$ cat src/rtl/adder_pipe_buffer.sv
// adder_pipe_buffer
//   LANES independent unsigned WIDTH-bit adders behind a valid/ready handshake.
//   Operands are registered (stage 1), summed and written into an OUT_DEPTH-entry
//   output FIFO (stage 2). Optional saturation clamps each lane to all-ones on
//   carry-out; the raw carry is reported per lane. Enable-gated synchronous flush.
//
// Ports
//   clk        rising-edge clock
//   rst_a_n    asynchronous reset, active low
//   enable     qualifies input acceptance and clr
//   clr        synchronous flush, effective only when enable=1
//   in_valid   producer has operands
//   in_ready   block accepts operands this cycle
//   input1     lane k operand A at [k*WIDTH +: WIDTH]
//   input2     lane k operand B, same packing
//   out_valid  FIFO head valid
//   out_ready  consumer takes head this cycle
//   data_out   FIFO head sums, same packing
//   out_ovf    FIFO head per-lane carry-out (raw, before clamp)
module adder_pipe_buffer #(
    parameter int unsigned WIDTH     = 5,
    parameter int unsigned LANES     = 1,
    parameter int unsigned SATURATE  = 0,
    parameter int unsigned OUT_DEPTH = 2
) (
    input  logic                   clk,
    input  logic                   rst_a_n,
    input  logic                   enable,
    input  logic                   clr,
    input  logic                   in_valid,
    output logic                   in_ready,
    input  logic [LANES*WIDTH-1:0] input1,
    input  logic [LANES*WIDTH-1:0] input2,
    output logic                   out_valid,
    input  logic                   out_ready,
    output logic [LANES*WIDTH-1:0] data_out,
    output logic [LANES-1:0]       out_ovf
);

    localparam int unsigned DW = LANES * WIDTH;
    localparam int unsigned PW = (OUT_DEPTH > 1) ? $clog2(OUT_DEPTH) : 1;
    localparam int unsigned CW = PW + 1;

    localparam logic [CW:0]   DEPTH_C = (CW+1)'(OUT_DEPTH);
    localparam logic [CW-1:0] CNT_ONE = CW'(1);
    localparam logic [PW-1:0] PTR_ONE = PW'(1);

    // Stage 1 registers
    logic          s1_v_q, s1_v_d;
    logic [DW-1:0] s1_a_q, s1_a_d;
    logic [DW-1:0] s1_b_q, s1_b_d;

    // Output FIFO
    logic [DW-1:0]    mem_data_q [OUT_DEPTH];
    logic [LANES-1:0] mem_ovf_q  [OUT_DEPTH];
    logic [PW-1:0]    wr_ptr_q, wr_ptr_d;
    logic [PW-1:0]    rd_ptr_q, rd_ptr_d;
    logic [CW-1:0]    count_q, count_d;

    logic [CW:0]      credit_used;
    logic             flush;
    logic             accept;
    logic             push;
    logic             pop;

    logic [WIDTH:0]   lane_sum [LANES];
    logic [DW-1:0]    sum_res;
    logic [LANES-1:0] sum_ovf;

    // Credit check counts the stage-1 beat as already occupying a FIFO slot,
    // so an accepted beat always finds room and out_ready never reaches in_ready.
    assign credit_used = {1'b0, count_q} + {{CW{1'b0}}, s1_v_q};
    assign in_ready    = rst_a_n & enable & ~clr & (credit_used < DEPTH_C);

    assign flush  = enable & clr;
    assign accept = in_valid & in_ready;
    assign push   = s1_v_q;
    assign pop    = out_valid & out_ready;

    assign out_valid = (count_q != '0);
    assign data_out  = mem_data_q[rd_ptr_q];
    assign out_ovf   = mem_ovf_q[rd_ptr_q];

    // Stage 2 per-lane add with optional clamp
    always_comb begin
        lane_sum = '{default: '0};
        sum_res  = '0;
        sum_ovf  = '0;
        for (int unsigned k = 0; k < LANES; k++) begin
            lane_sum[k] = {1'b0, s1_a_q[k*WIDTH +: WIDTH]} + {1'b0, s1_b_q[k*WIDTH +: WIDTH]};
            sum_ovf[k]  = lane_sum[k][WIDTH];
            if ((SATURATE != 0) && lane_sum[k][WIDTH]) begin
                sum_res[k*WIDTH +: WIDTH] = '1;
            end else begin
                sum_res[k*WIDTH +: WIDTH] = lane_sum[k][WIDTH-1:0];
            end
        end
    end

    always_comb begin
        s1_v_d   = accept;
        s1_a_d   = accept ? input1 : s1_a_q;
        s1_b_d   = accept ? input2 : s1_b_q;
        wr_ptr_d = wr_ptr_q;
        rd_ptr_d = rd_ptr_q;
        count_d  = count_q;
        if (flush) begin
            s1_v_d   = 1'b0;
            wr_ptr_d = '0;
            rd_ptr_d = '0;
            count_d  = '0;
        end else begin
            if (push) wr_ptr_d = wr_ptr_q + PTR_ONE;
            if (pop)  rd_ptr_d = rd_ptr_q + PTR_ONE;
            case ({push, pop})
                2'b10:   count_d = count_q + CNT_ONE;
                2'b01:   count_d = count_q - CNT_ONE;
                default: count_d = count_q;
            endcase
        end
    end

    always_ff @(posedge clk or negedge rst_a_n) begin
        if (!rst_a_n) begin
            s1_v_q   <= 1'b0;
            s1_a_q   <= '0;
            s1_b_q   <= '0;
            wr_ptr_q <= '0;
            rd_ptr_q <= '0;
            count_q  <= '0;
            for (int unsigned i = 0; i < OUT_DEPTH; i++) begin
                mem_data_q[i] <= '0;
                mem_ovf_q[i]  <= '0;
            end
        end else begin
            s1_v_q   <= s1_v_d;
            s1_a_q   <= s1_a_d;
            s1_b_q   <= s1_b_d;
            wr_ptr_q <= wr_ptr_d;
            rd_ptr_q <= rd_ptr_d;
            count_q  <= count_d;
            // Storage is left untouched by flush; only the pointers are reset.
            if (push && !flush) begin
                mem_data_q[wr_ptr_q] <= sum_res;
                mem_ovf_q[wr_ptr_q]  <= sum_ovf;
            end
        end
    end

endmodule

$ cat config.mk
export PLATFORM = sky130hd
export DESIGN_NAME = adder_pipe_buffer
export DESIGN_NICKNAME = d
export VERILOG_FILES = /design/src/rtl/adder_pipe_buffer.sv
export SDC_FILE = /design/constraint.sdc
export NUM_CORES = 1
export LEC_CHECK = 0
export ABC_AREA = 1
export CAP_MARGIN = 5
export CORE_MARGIN = 1
export CORE_UTILIZATION = 45
export DETAILED_ROUTE_END_ITERATION = 7
export PLACE_DENSITY_LB_ADDON = 0.3
export SKIP_CTS_REPAIR_TIMING = 1
export SLEW_MARGIN = 20
export SYNTH_ARGS = -nofsm -noshare
export SYNTH_HDL_FRONTEND = slang
export SYNTH_SLANG_ARGS = --single-unit
$ cat constraint.sdc
create_clock -name clk -period 3.95 [get_ports clk]
set_input_delay 0.9875 -clock clk [delete_from_list [all_inputs] [get_ports clk]]
set_output_delay 0.9875 -clock clk [all_outputs]
set_load 0.005 [all_outputs]
==> results by group <==
Run status
  • Status: completed

Synthesis
  • Synth Register Bits: 27
  • Synth warnings: 0
  • Syn Inst Count: roughly 170
  • Seq/Total Area, Yosys: between 40% and 50%
  • Netlist cell types: 21
  • Syn nets: 195
  • Post-Syn Area per Cell: 7.956 um^2
  • Mapped Area: 0.001376 mm^2

Min path
  • Hold crit path type: reg -> reg

GRT
  • Largest net degree at the start of global routing: 28
  • Vias in the first global route: 1115
  • Global route total overflow: 0
  • First-pass GRT wire length: 4733 um
  • Antenna violations before repair: 0
  • Total track usage: a little under a fifth

Floorplanning
  • Die Wd: 57.31 um
  • Core region area: 0.002829 mm^2
  • Starting Density: between 40% and 50%
  • Core Rows: 19
  • Die area: around 0.0033 mm^2
  • I/O Pins: 24
  • Die Y: 57.31 um

Final layout
  • Non-filler cells, final: 229
  • Area delta synth->final: 21.45%
  • Share of layout cells above drive strength 1: under 10%
  • # diodes: 0
  • Fin nets: roughly 220

CTS
  • Root buffer cell: clkbuf_4
  • Worst-skew pair later-pin latency: roughly 0.34 ns
  • CTS H-tree depth: 1
  • CTS tree: done
  • CTS buffer count: 3
  • Clk buf depth: 2
  • Clock transition at the registers of the reported paths: ~0.15 ns
  • Clk sink count: 27

Placement
  • Dpl ws: 0.5214 ns
  • GPL Wtd Cong: 0.8500
  • Port bufs: 23
  • Hpwl dp: 2041 um
  • Placed cell count: 225

STA
  • RSZ-0062 raised after global routing: no
  • Worst-margin pin slew: 0.3482 ns
  • Finish-stage setup viols: 0
  • Setup_tns: 0 ns
  • Final hold vios: 0
  • Slew HR: 76.66%
  • Tcrit/Tclk final: about 87%
  • Max Slew Vio Count: 0
  • Fin crit period: roughly 3.4 ns
  • Final setup margin: 0.5106 ns
  • Max Fclk: 290.7 MHz
  • Setup Skew: 0.01299 ns

Route
  • Number of remaining DRC errors: 0
  • Final WL: 2658 um
  • DR vias/cell: 5.109
  • WL/cell: approximately 12 um
  • Drt first pass iters: 5
  • Final antenna-violating net count: 0
  • Iteration-0 DRC Markers: 29
  • Routed vias: 1170

Critical path
  • Startpoint types: primary input
  • Crit path DAT: 2.45 ns
  • Critical-path maximum fanout: 4
  • Crit Path Class: in -> out
  • Crit. End Element: primary output
  • Worst EP required: 2.96 ns

Job
  • Max Cap Viol: 0

Pwr
  • Leakage power: 0.0008862 uW
  • Pwr Density: 530.1 mW/mm^2
  • Overall power: 886.1 uW
  • Worst VDD drop: between 0.0002 and 0.00025 V
[area by class of cell]
cell class	count	area, um^2
inverters	19	71.32
fillers	270	1157
repair buffers	25	245.2
flip-flops and latches	27	675.6
well taps	31	38.79
clock buffers	3	22.52
multi-input cells	123	609.3
clock inverters	1	8.758
[kinds of logic (layout without fill, tap and decap cells)]
logic type / count (synthesis) / count (layout) / synth area share, %
and+or+nand+nor: 101 / 101 / 31.91
buffers and inverters: 23 / 48 / 6.637
xor gates and xnor gates: 1 / 1 / 0.6365
AOI/OAI and AO/OA: 15 / 15 / 5.727
adders and majority gates: 6 / 6 / 6.000
DFF: 27 / 27 / 49.09
[final timing paths]
path,start,endpoint,slack (ns),cells past startpoint
worst max register to register,count_q[1],s1_b_q[4],2.31,7
min in group asynchronous,rst_a_n,rd_ptr_q,1.05,2
worst min-delay path,mem_ovf_q[0],mem_ovf_q[0],0.50,2
worst min register to register,mem_ovf_q[0],mem_ovf_q[0],0.50,2
worst max-delay path,rst_a_n,in_ready,0.51,4
max in group asynchronous,rst_a_n,mem_ovf_q[0],2.63,2
[flip-flops by register name, indices dropped and copies added, names as in the netlist]
signal	flops
rd_ptr_q	1
s1_b_q	5
mem_ovf_q	2
push	1
s1_a_q	5
wr_ptr_q	1
mem_data_q	10
count_q	2
[per-stage QoR]
step	hold slack (ns)	util [%]	instance area (um^2)
after floorplan	0.4422	-	1376
after global placement	0.4580	57.98	1640
after detailed placement	0.4658	57.98	1640
after CTS	0.5032	59.09	1672
after global routing	0.5263	59.09	1672
final	0.4984	59.09	1672
[routing by layer]
layer / wire [um] / up-vias / GRT usage [%]
li1: - / 601 / -
met1: 1179 / 534 / 24.14
met2: 1322 / 31 / 32.94
met3: 132 / 4 / 2.268
met4: 23 / 0 / 5.923
met5: 0 / - / 0
[power by group]
| group | internal, uW | leakage, uW | total [uW] | switching, uW |
|---|---|---|---|---|
| Clock | 41.3 | 0.0000183 | 130 | 89.0 |
| Combinational | 174 | 0.000523 | 348 | 174 |
| Sequential | 354 | 0.000345 | 408 | 54.5 |
| Total | 569 | 0.000886 | 886 | 317 |
[cells in the final DEF (no fill, tap or decap)]
cell / netlist / final
o21ai_0: 7 / 7
ha_1: 5 / 5
buf_4: 1 / 2
dfrtp_1: 27 / 27
clkbuf_4: 0 / 3
nand2_2: 1 / 1
nor3_4: 1 / 1
nand3b_1: 2 / 2
o21ai_2: 1 / 1
nand4_1: 2 / 2
a21oi_1: 6 / 6
fa_1: 1 / 1
o21ai_1: 1 / 1
clkdlybuf4s50_1: 0 / 23
nor3_2: 1 / 1
inv_2: 3 / 3
xnor2_1: 1 / 1
inv_6: 0 / 1
nand3_1: 21 / 21
nand2_1: 72 / 72
nor2_1: 1 / 1
inv_1: 16 / 16
[Yosys cell counts, drive strengths merged]
library cell / number / area [um^2]
clkbuf: 2 / 7.510
nand4: 2 / 12.51
xnor2: 1 / 8.760
a21oi: 6 / 30.03
nand3: 21 / 105.1
fa: 1 / 20.02
nand2: 73 / 276.5
nor3: 2 / 26.28
nand3b: 2 / 15.01
buf: 2 / 12.51
dfrtp: 27 / 675.7
o21ai: 9 / 48.79
inv: 19 / 71.32
ha: 5 / 62.56
nor2: 1 / 3.750
[critical path: stages]
cell,delay [ns]
clkdlybuf4s50_1,0.50
nand2_1,0.07
nor3_2,0.32
clkdlybuf4s50_1,0.57
(Power assumes the default switching activity.)
